<file path="config.mk">
export PLATFORM = sky130hd
export DESIGN_NAME = eth_bus_arbiter
export DESIGN_NICKNAME = d
export VERILOG_FILES = /design/src/rtl/eth_bus_arbiter.sv
export SDC_FILE = /design/constraint.sdc
export NUM_CORES = 1
export LEC_CHECK = 0
export CORE_MARGIN = 1
export CORE_UTILIZATION = 30
export DETAILED_ROUTE_END_ITERATION = 12
export PLACE_DENSITY_LB_ADDON = 0.08
export SYNTH_ARGS = -nofsm -noshare
export SYNTH_HDL_FRONTEND = slang
export SYNTH_SLANG_ARGS = --single-unit
</file>
<file path="constraint.sdc">
create_clock -name sysclk -period 4.5 [get_ports sysclk]
set_clock_uncertainty 0.05 [all_clocks]
set_input_delay 0.675 -clock sysclk [delete_from_list [all_inputs] [get_ports sysclk]]
set_output_delay 0.675 -clock sysclk [all_outputs]
set_load 0.005 [all_outputs]
</file>
<file path="src/rtl/eth_bus_arbiter.sv">
// eth_bus_arbiter: req/gnt arbiter for the shared Ethernet controller bus (init/TX/RX), with turnaround gap.
// Optional ownership watchdog enabled by defining ETH_ARB_TIMEOUT_EN.
module eth_bus_arbiter #(
    parameter int TURN_CYCLES    = 2,
    parameter int TIMEOUT_CYCLES = 4096
) (
    input  logic       sysclk,
    input  logic       reset,
    input  logic       init_req,
    input  logic       tx_req,
    input  logic       rx_req,
    output logic       init_gnt,
    output logic       tx_gnt,
    output logic       rx_gnt,
    output logic [1:0] ctl,
    output logic       init_done,
    output logic       busy,
    output logic       timeout_err
);
    typedef enum logic [1:0] {S_IDLE, S_GRANT, S_TURN} state_t;

    if (TURN_CYCLES < 1 || TURN_CYCLES > 15 || TIMEOUT_CYCLES < 2 || TIMEOUT_CYCLES > 65536) begin : g_bad_param
        $error("eth_bus_arbiter: parameter out of range");
    end

    state_t     state_q, state_d;
    logic [2:0] gnt_q, gnt_d;
    logic [1:0] ctl_q, ctl_d;
    logic [3:0] turn_q, turn_d;
    logic       last_rx_q, last_rx_d;
    logic       init_done_q, init_done_d;
    logic       busy_q, busy_d;
    logic [2:0] req, elig, pick;

    assign req = {rx_req, tx_req, init_req};

`ifdef ETH_ARB_TIMEOUT_EN
    logic [15:0] own_q, own_d;
    logic [2:0]  mask_q, mask_d;
    logic        terr_q, terr_d;
    assign elig        = req & ~mask_q;
    assign timeout_err = terr_q;
`else
    assign elig        = req;
    assign timeout_err = 1'b0;
`endif

    // Init always wins; TX/RX only after init, ties go to whoever did not own the bus last
    assign pick = elig[0] ? 3'b001 :
                  !init_done_q ? 3'b000 :
                  (elig[1] && elig[2]) ? (last_rx_q ? 3'b010 : 3'b100) :
                  elig[1] ? 3'b010 :
                  elig[2] ? 3'b100 : 3'b000;

    // Next-state and registered-output logic
    always_comb begin
        state_d     = state_q;
        gnt_d       = gnt_q;
        turn_d      = turn_q;
        last_rx_d   = last_rx_q;
        init_done_d = init_done_q;
`ifdef ETH_ARB_TIMEOUT_EN
        own_d       = own_q;
        terr_d      = 1'b0;
        mask_d      = mask_q & req;
`endif
        case (state_q)
            S_IDLE: begin
                gnt_d = pick;
                if (pick != 3'b000) begin
                    state_d   = S_GRANT;
                    last_rx_d = pick[0] ? last_rx_q : pick[2];
`ifdef ETH_ARB_TIMEOUT_EN
                    own_d     = 16'd0;
`endif
                end
            end
            S_GRANT: begin
                if ((gnt_q & req) == 3'b000) begin
                    gnt_d       = 3'b000;
                    init_done_d = init_done_q | gnt_q[0];
                    state_d     = (TURN_CYCLES == 1) ? S_IDLE : S_TURN;
                    turn_d      = 4'(TURN_CYCLES - 1);
                end
`ifdef ETH_ARB_TIMEOUT_EN
                else if (own_q == 16'(TIMEOUT_CYCLES - 1)) begin
                    gnt_d   = 3'b000;
                    terr_d  = 1'b1;
                    mask_d  = (mask_q & req) | gnt_q;
                    state_d = (TURN_CYCLES == 1) ? S_IDLE : S_TURN;
                    turn_d  = 4'(TURN_CYCLES - 1);
                end else begin
                    own_d = own_q + 16'd1;
                end
`endif
            end
            S_TURN: begin
                turn_d  = turn_q - 4'd1;
                state_d = (turn_q == 4'd1) ? S_IDLE : S_TURN;
            end
            default: begin
                gnt_d   = 3'b000;
                state_d = S_IDLE;
            end
        endcase
        ctl_d  = gnt_d[0] ? 2'b00 : gnt_d[1] ? 2'b01 : gnt_d[2] ? 2'b10 : 2'b11;
        busy_d = state_d != S_IDLE;
    end

    // State and output registers with synchronous reset
    always_ff @(posedge sysclk) begin
        if (reset) begin
            state_q     <= S_IDLE;
            gnt_q       <= 3'b000;
            ctl_q       <= 2'b11;
            turn_q      <= 4'd0;
            last_rx_q   <= 1'b0;
            init_done_q <= 1'b0;
            busy_q      <= 1'b0;
`ifdef ETH_ARB_TIMEOUT_EN
            own_q       <= 16'd0;
            mask_q      <= 3'b000;
            terr_q      <= 1'b0;
`endif
        end else begin
            state_q     <= state_d;
            gnt_q       <= gnt_d;
            ctl_q       <= ctl_d;
            turn_q      <= turn_d;
            last_rx_q   <= last_rx_d;
            init_done_q <= init_done_d;
            busy_q      <= busy_d;
`ifdef ETH_ARB_TIMEOUT_EN
            own_q       <= own_d;
            mask_q      <= mask_d;
            terr_q      <= terr_d;
`endif
        end
    end

    assign init_gnt  = gnt_q[0];
    assign tx_gnt    = gnt_q[1];
    assign rx_gnt    = gnt_q[2];
    assign ctl       = ctl_q;
    assign init_done = init_done_q;
    assign busy      = busy_q;
endmodule

</file>
Yosys cells after proc, flatten, opt, wreduce, memory -nomap -nowiden
Cells that the tools add are included.
Storage, ports and cells
  flip-flop bits (word level): 14
  input port bits: 5
  output and inout port bits: 8
  logic and storage cells: 41
Cells by class
  $add $sub $neg: 1
  eq/ne operators: 4
  muxes and demuxes: 17
  bitwise operators: 3
  reduce and logical (&&, ||, !) cells: 9
Operators with widths (count)
  2-to-1 mux 3 bit: 7
  2-to-1 mux 2 bit: 5
  case mux 3 bit (3 select lines): 1
  case mux 4 bit (2 select lines): 1
  case mux 2 bit (3 select lines): 1
  equality test 4 x 1 -> 1 bit (second input constant): 1
  2-to-1 mux 4 bit: 1
  AND reduction 2 bit: 2
  nonzero test 2 bit: 2
  subtractor 4 x 1 -> 4 bit (second input constant): 1
  bitwise AND 3 bit: 1
  logical NOT 3 bit: 1
  AND reduction 3 bit: 1
  nonzero test 3 bit: 1
  equality test 2 x 1 -> 1 bit (second input constant): 1
  equality test 2 bit (second input constant): 1
  logical NOT 2 bit: 1
  != test 2 bit (second input constant): 1
  logical AND 1 bit: 1
  2-to-1 mux 1 bit: 1
  NOT 1 bit: 1
  OR 1 bit: 1

Depth between registers and ports, before layout
Gate-level depths: netlist (run 1).
  depth after elaboration: 9
  mapped depth: 5
  mapped depth without buffers: 5

Least setup slack after synthesis (run 1)
Ideal clock, no wire load.
  kind: input to register
  start point: input port init_req
  end point: register ctl_q[0] (netlist: ctl[0])
  library setup time: 0.124 ns
  arrival: 1.694 ns
  data required time: 4.326 ns
  slack: 2.633 ns
  stages: 4
  buffers on the path: 0
  cell sequence: a222oi_1 -> and2b_2 -> o21ai_0 -> a21oi_1
On the way
  cells in the longest elaborated chain, start to end: 7
  elaborated cells between the ends (all ways): 8
  those cells by class: 6 x mux; 1 x bitwise; 1 x reduce/logical
RTL lines
  from (decl): RTL line 9  | input logic init_req,
  bitwise AND 3 bit: RTL line 79  | if ((gnt_q & req) == 3'b000) begin
  logical NOT 3 bit: RTL line 79
  2-to-1 mux 3 bit: RTL line 79
  case mux 3 bit (3 select lines) *: RTL line 67  | case (state_q)
  2-to-1 mux 1 bit: RTL line 106  | ctl_d = gnt_d[0] ? 2'b00 : gnt_d[1] ? 2'b01 : gnt_d[2] ? 2'b10 : 2'b11;
  2-to-1 mux 2 bit: RTL line 106
  2-to-1 mux 2 bit *: RTL line 106
  to (signal assigned): RTL line 128  | ctl_q <= ctl_d;
  to (decl): RTL line 28  | logic [1:0] ctl_q, ctl_d;
Every way passes the cells marked *; elsewhere a longest branch is shown, timed or not.
A chain may end at the register's enable or synchronous reset.

Worst setup path after layout (run 1)
Same ends and word-level chain as after synthesis.

==> impl_metrics.yaml, run 1 <==
grt:
  grt_max_degree: 15
  antenna_found_initial: 0
  grt_overflow: 0
  grt_pass1_wl_um: 2420
  grt_use_total_pct: 12.7
  grt_pass1_vias: 533
die:
  row_count: 16
  die_w_um: 49.9
  dieArea_sq_um: 2490
  initial_core_util_pct: 33.4
  io_pins: 13
  coreArea_sq_um: 2060
  die_height_um: 49.9
synthesis:
  synth_nets: 83
  netlist_instances: 76
  synth_edf_count: 0
  synth_cell_type_count: 38
  synthFlopType: "dfxtp_1"
  synth.cell_area_sq_um: 689
  synthArstFlopShare_pct: 0
  ys_ff_latch: 14
  synth_seq_area_share_pct: 40.7
  yosysWarnings: 0
  avgSynthCellArea_sq_um: 9.07
clock_network:
  clockRootBuffer: "clkbuf_4"
  clk_path_buf_depth: 2
  cts_resized: 0
  cts-hold-fix-buffers: 0
  postCtsSetupBuffers: 0
  tritoncts: "built"
  cts.reportedPaths.clkPinSlew_ns: 0.08
  clock_latency_ns: 0.27
  htreeDepth: 1
  clock_sinks: 14
  numCtsBuffers: 3
power:
  p_leak_uw: 0.000306
  vdd_ir_drop_max_mv: 0.191
  power.density_nw_per_um2: 330
  power_uw: 274
routing:
  avgViaCountPerCell: 5.13
  drt_first_pass_iters: 4
  ant_nets: 0
  wl_met2_um: 574
  routed-wl-met3_um: 53
  drt-total-wl_um: 1380
  wl_per_cell_um: 12.3
  topRoutingLayerUsed: "met4"
  drt_iter0_drc: 14
  num_vias: 575
  remaining_drc_errors: 0
  wl_met1_um: 730
place:
  numPortBuffers: 11
  place_congestion: 0.728
  place.detailed.hpwl_um: 944
  dp_cells: 109
  place_area_sq_um: 807
  dp_slack_ns: 1.87
sta:
  tns_ns: 0
  fin_ws_ns: 2.15
  setup_viol: 0
  slew_viol_final: 0
  rsz0062_at_grt: "no"
  tightest_slew_ns: 0.864
  max_freq_ghz: 0.426
  slew-limit-headroom_pct: 42.4
  layout_worst_path_cycle_share_pct: 52.2
  finalHoldViolCount: 0
  finalCriticalPeriod_ns: 2.35
layout:
  fillers: 219
  stdcell_count: 112
  syn_to_final_growth_pct: 20.3
  diodes: 0
  stdcell_area_sq_um: 830
  drive_gt1_share_pct: 9.41
  final_nets: 94
status:
  status: "finished clean"
setup_path:
  required_ns: 4.61
  crit_chain: "clkdlybuf4s50_1, a222oi_1, and2b_2, o21ai_0, a21oi_1"
  path_class: "in -> reg"
  cp_num_buf_inv: 1
  start_kind: "input port"
  max_stage_delay_ns: 0.80
  crit_path_max_fanout: 8
  cpMaxStageDelayCell: "a222oi_1"
  end_kind: "flip-flop"
  arrival_ns: 2.46
  crit_family: "compound AO/OA/AOI/OAI gates"
run:
  cap_violations: 0
min_path:
  hp-class: "reg -> reg"
[layout by cell type, fill, tap and decap left out, types with 2 or more instances in the layout]
cell,n
nand3b_1,2
nor2_1,4
nand2_1,4
a21oi_1,9
nor2b_1,2
inv_1,2
a2111oi_0,3
or2_2,2
clkbuf_4,3
clkdlybuf4s50_1,11
dfxtp_1,14
ha_1,2
o21a_1,2
o21ai_0,2
[worst paths after layout]
check | startpoint | end | slack, ns | cells after the start
worst max-delay path | init_req | ctl[0] | 2.15 | 5
worst min register to register | last_rx_q | last_rx_q | 0.43 | 1
worst min-delay path | last_rx_q | last_rx_q | 0.43 | 1
worst max register to register | gnt_q[0] | ctl[0] | 2.67 | 4
[kinds of logic after synthesis]
family | share of synthesized area, %
AO/OA/AOI/OAI | 25.4
AND/OR/NAND/NOR | 22.1
flip-flops | 40.7
buffers and inverters | 4.90
adder cells (fa/ha/maj) | 3.63
other | 0.544
XOR/XNOR | 1.27
multiplexers | 1.45
[worst reg2reg max path: cells and delay by family, from the launching register on]
kind | cells | cell delay, ns
flops | 1 | 0.36
simple gates | 1 | 0.29
compound gates | 3 | 1.01
[state kept, by name, summed over array words and instances (netlist names)]
signal	count
ctl	2
init_done	1
state_q	2
gnt_q	3
turn_q	4
busy	1
last_rx_q	1
[cell type report]
class / instances / area (sq um) / area share, %
Inverter: 2 / 7.51 / 0.905
Tap cell: 27 / 33.8 / 4.07
Multi-Input combinational cell: 55 / 375 / 45.2
Timing Repair Buffer: 11 / 110 / 13.3
Clock buffer: 3 / 22.5 / 2.71
Sequential cell: 14 / 280 / 33.8
[synthesized netlist by cell type (2+ instances only)]
cell type   n  share of area, %
a2111oi_0   3               3.8
a21oi_1     9               6.5
buf_2       3               2.2
dfxtp_1    14                41
ha_1        2               3.6
inv_1       2               1.1
nand2_1     4               2.2
nand3b_1    2               2.2
nor2_1      4               2.2
nor2b_1     2               1.8
o21a_1      2               2.2
o21ai_0     2               1.5
or2_2       2               1.8
[metal layers]
metal	global-route usage, %	up-vias
li1	-	297
met1	17.4	266
met2	18.2	10
met3	3.40	2
met4	5.71	0
met5	0	-
[per-stage QoR]
step	hold slack [ns]	util [%]
detailed placement	0.413	39.1
global placement	0.410	39.1
finish	0.429	40.2
floorplan	0.390	-
global route	0.466	40.2
CTS	0.428	40.2
[power by group]
group / total (uW) / internal (uW) / switching, uW
clock network: 67.7 / 30.9 / 36.8
logic: 55.9 / 31.4 / 24.5
registers: 151 / 136 / 14.9
total: 274 / 198 / 76.2
Note: power is estimated with default switching activity, not from simulation.
==> run 2, diff against run 1 <==
==> constraint.sdc (replaced) <==
create_clock -name sysclk -period 2.4 [get_ports sysclk]
set_clock_uncertainty 0.05 [all_clocks]
set_input_delay 0.36 -clock sysclk [delete_from_list [all_inputs] [get_ports sysclk]]
set_output_delay 0.36 -clock sysclk [all_outputs]
set_load 0.005 [all_outputs]
==> impl_metrics.yaml, run 2 (synthesis gave the netlist of run 1 again) <==
status:
  status: "finished clean"
sta:
  finalHoldViolCount: 0
  finalCriticalPeriod_ns: 1.87
  slew_viol_final: 0
  tns_ns: 0
  tightest_slew_ns: 0.640
  slew-limit-headroom_pct: 56.7
  max_freq_ghz: 0.534
  layout_worst_path_cycle_share_pct: 78.1
  setup_viol: 0
  rsz0062_at_grt: "no"
layout:
  top_register: "turn_q"
  final_nets: 95
  fillers: 209
  syn_to_final_growth_pct: 23.4
  drive_gt1_share_pct: 11.5
  stdcell_area_sq_um: 851
  largest_register_ff_count: 4
  utilization_pct: 41.3
  final_cell_mix: "dfxtp_1, clkdlybuf4s50_1, a21oi_1, nand2_1, nor2_1"
  top_regs: "turn_q x4, gnt_q x3"
  layout_commonest_cell: "dfxtp_1"
  diodes: 0
clock_network:
  clock_sinks: 14
  cts_resized: 0
  postCtsSetupBuffers: 0
  numCtsBuffers: 3
  clockRootBuffer: "clkbuf_4"
  htreeDepth: 1
  clock_latency_ns: 0.27
  cts-hold-fix-buffers: 0
  cts.reportedPaths.clkPinSlew_ns: 0.08
  tritoncts: "built"
  clk_path_buf_depth: 2
routing:
  ant_nets: 0
  drt-total-wl_um: 1320
  remaining_drc_errors: 0
  avgViaCountPerCell: 5.15
  wl_per_cell_um: 11.6
  drt_iter0_drc: 19
  drt_first_pass_iters: 4
  num_vias: 587
die:
  row_count: 16
  coreArea_sq_um: 2060
  die_height_um: 49.9
  initial_core_util_pct: 33.4
  io_pins: 13
  dieArea_sq_um: 2490
  die_w_um: 49.9
grt:
  grt_use_total_pct: 11.9
  grt_pass1_vias: 503
  grt_overflow: 0
  grt_max_degree: 15
  antenna_found_initial: 0
  grt_pass1_wl_um: 2260
place:
  place_area_sq_um: 815
  place.detailed.hpwl_um: 922
  numPortBuffers: 11
  place_congestion: 0.735
power:
  vdd_ir_drop_max_mv: 0.330
  power.density_nw_per_um2: 653
  p_leak_uw: 0.000317
setup_path:
  required_ns: 2.51
  arrival_ns: 1.98
  end_kind: "flip-flop"
  worstRegToRegCells: 4
  path_class: "in -> reg"
  crit_path_max_fanout: 5
  start_kind: "input port"
run:
  cap_violations: 0
min_path:
  holdPathStages: 1
  hp-class: "reg -> reg"
==> run 2: final cells by class <==
type | count | area (sq um) | area share [%]
clock buffers | 4 | 36.3 | 4.26
repair buffers | 12 | 118 | 13.8
inverters | 2 | 7.51 | 0.882
multi-input cells | 55 | 375 | 44.1
flip-flops and latches | 14 | 280 | 32.9
well taps | 27 | 33.8 | 3.97
==> run 2: worst max-delay path: stages <==
cell             delay [ns]
clkdlybuf4s50_1        0.48
nor4b_1                0.58
a21boi_0               0.29
o211a_1                0.21
a21oi_1                0.06
==> run 2: per-layer routing <==
layer  vias up  global-route usage [%]  part of all wire (%)
li1        302                       -                     -
met1       265                    16.6                    51
met2        18                    16.7                    41
met3         2                    3.09                   6.8
met4         0                    5.71                  0.76
met5         -                       0                     0
==> run 2: worst paths after layout <==
check	start	end	slack [ns]
setup / recovery	init_req	ctl[0]	0.53
hold / removal	last_rx_q	last_rx_q	0.43
setup reg to reg	state_q[1]	ctl[0]	0.57
hold reg to reg	last_rx_q	last_rx_q	0.43
==> run 2: report_power, final <==
group	switching, uW	leakage (uW)	internal [uW]
Sequential	27.6	0.000115	254
Clock	75.3	0.0000210	92.1
Combinational	46.3	0.000182	60.2
==> run 2: through the flow <==
step	setup WS [ns]	total power (uW)	hold slack, ns	cells
after floorplan	0.832	353	0.390	76
after global placement	0.267	394	0.413	110
after detailed placement	0.308	393	0.411	110
after CTS	0.567	562	0.424	114
after global routing	0.353	603	0.476	114
final	0.526	556	0.432	114
==> run 3, diff against run 2 <==
==> constraint.sdc (replaced) <==
create_clock -name sysclk -period 1.9 [get_ports sysclk]
set_clock_uncertainty 0.05 [all_clocks]
set_input_delay 0.285 -clock sysclk [delete_from_list [all_inputs] [get_ports sysclk]]
set_output_delay 0.285 -clock sysclk [all_outputs]
set_load 0.005 [all_outputs]
==> impl_metrics.yaml, run 3 (synthesis gave the netlist of run 1 again) <==
setup_path:
  arrival_ns: 1.76
  end_kind: "flip-flop"
  path_class: "in -> reg"
  crit_path_max_fanout: 7
  required_ns: 2.01
  start_kind: "input port"
layout:
  final_cell_mix: "dfxtp_1, clkdlybuf4s50_1, buf_4, a21oi_1"
  diodes: 0
  top_regs: "turn_q x4, gnt_q x3"
  final_nets: 105
  layout_commonest_cell: "dfxtp_1"
  stdcell_area_sq_um: 912
  largest_register_ff_count: 4
  top_register: "turn_q"
  drive_gt1_share_pct: 19.8
  syn_to_final_growth_pct: 32.3
place:
  place_congestion: 0.783
  place_area_sq_um: 890
  place.detailed.hpwl_um: 1130
  numPortBuffers: 11
clock_network:
  postCtsSetupBuffers: 0
  tritoncts: "built"
  clockRootBuffer: "clkbuf_4"
  cts-hold-fix-buffers: 0
  clock_latency_ns: 0.27
  cts.reportedPaths.clkPinSlew_ns: 0.08
  clock_sinks: 14
  cts_resized: 0
  htreeDepth: 1
  clk_path_buf_depth: 2
  numCtsBuffers: 3
die:
  coreArea_sq_um: 2060
  io_pins: 13
  die_w_um: 49.9
  die_height_um: 49.9
  initial_core_util_pct: 33.4
  dieArea_sq_um: 2490
  row_count: 16
routing:
  ant_nets: 0
  wl_per_cell_um: 12.0
  drt_iter0_drc: 16
  num_vias: 618
  remaining_drc_errors: 0
  drt_first_pass_iters: 4
  drt-total-wl_um: 1470
  avgViaCountPerCell: 5.02
sta:
  slew_viol_final: 0
  rsz0062_at_grt: "no"
  setup_viol: 0
  max_freq_ghz: 0.606
  tns_ns: 0
  finalCriticalPeriod_ns: 1.65
  layout_worst_path_cycle_share_pct: 86.9
  finalHoldViolCount: 0
power:
  p_comb_share_pct: 24.0
  p_sw_uw: 186
  p_int_uw: 488
  vdd_ir_drop_max_mv: 0.512
  power.density_nw_per_um2: 738
  seq_power_share_pct: 52.0
  clkPwrFrac_pct: 24.0
  swShare_pct: 27.6
  p_leak_uw: 0.000361
grt:
  grt_use_total_pct: 13.6
  antenna_found_initial: 0
  grt_overflow: 0
  grt_pass1_vias: 575
  grt_max_degree: 15
  grt_pass1_wl_um: 2510
status:
  status: "finished clean"
min_path:
  hp-class: "reg -> reg"
run:
  cap_violations: 0
[run 3: changes by cell type in the layout (fill, tap and decap cells not counted), sizes merged]
| cell | delta |
|---|---|
| clkbuf | -1 |
| buf | +10 |
[run 3: routing by layer]
layer	track usage, %	share of wire [%]
met5	0	0
met4	5.71	0.95
met3	4.63	5.0
met2	20.5	44
met1	17.4	50
[run 3: critical path, stage by stage]
cell	delay [ns]
clkdlybuf4s50_1	0.45
a222oi_1	0.39
buf_4	0.21
and2b_2	0.21
o21ai_0	0.14
a21oi_1	0.08
[run 3: worst paths after layout]
check	from	end	slack, ns	cells after the start
max	init_req	ctl[0]	0.25	6
min reg2reg	last_rx_q	last_rx_q	0.42	1
min	last_rx_q	last_rx_q	0.42	1
max reg2reg	state_q[0]	ctl[0]	0.31	5
[run 3: cell type report]
class                      count  area [sq um]
fill                         210          1150
sequential                    14           280
inverter                       2          7.51
multi-input combinational     55           375
clock buffer                   3          22.5
tap                           27          33.8
timing repair buffer          22           193
[run 3: metrics by stage]
step / hold WS, ns / cells / util [%] / setup slack (ns) / power [uW]
floorplan: 0.332 / 76 / - / 0.332 / 446
global placement: 0.412 / 120 / 43.1 / 0.0110 / 521
detailed placement: 0.405 / 120 / 43.1 / -0.00279 / 520
CTS: 0.420 / 123 / 44.2 / 0.247 / 684
global route: 0.462 / 123 / 44.2 / 0.117 / 728
finish: 0.418 / 123 / 44.2 / 0.249 / 673
[run 3: power by group through the flow]
stage,Combinational (uW),Clock (uW),Sequential [uW]
2_1_floorplan,98.1,0,347
3_3_place_gp,164,0,357
3_5_place_dp,162,0,357
4_1_cts,163,170,351
5_1_grt,182,190,357
6_report,162,162,350
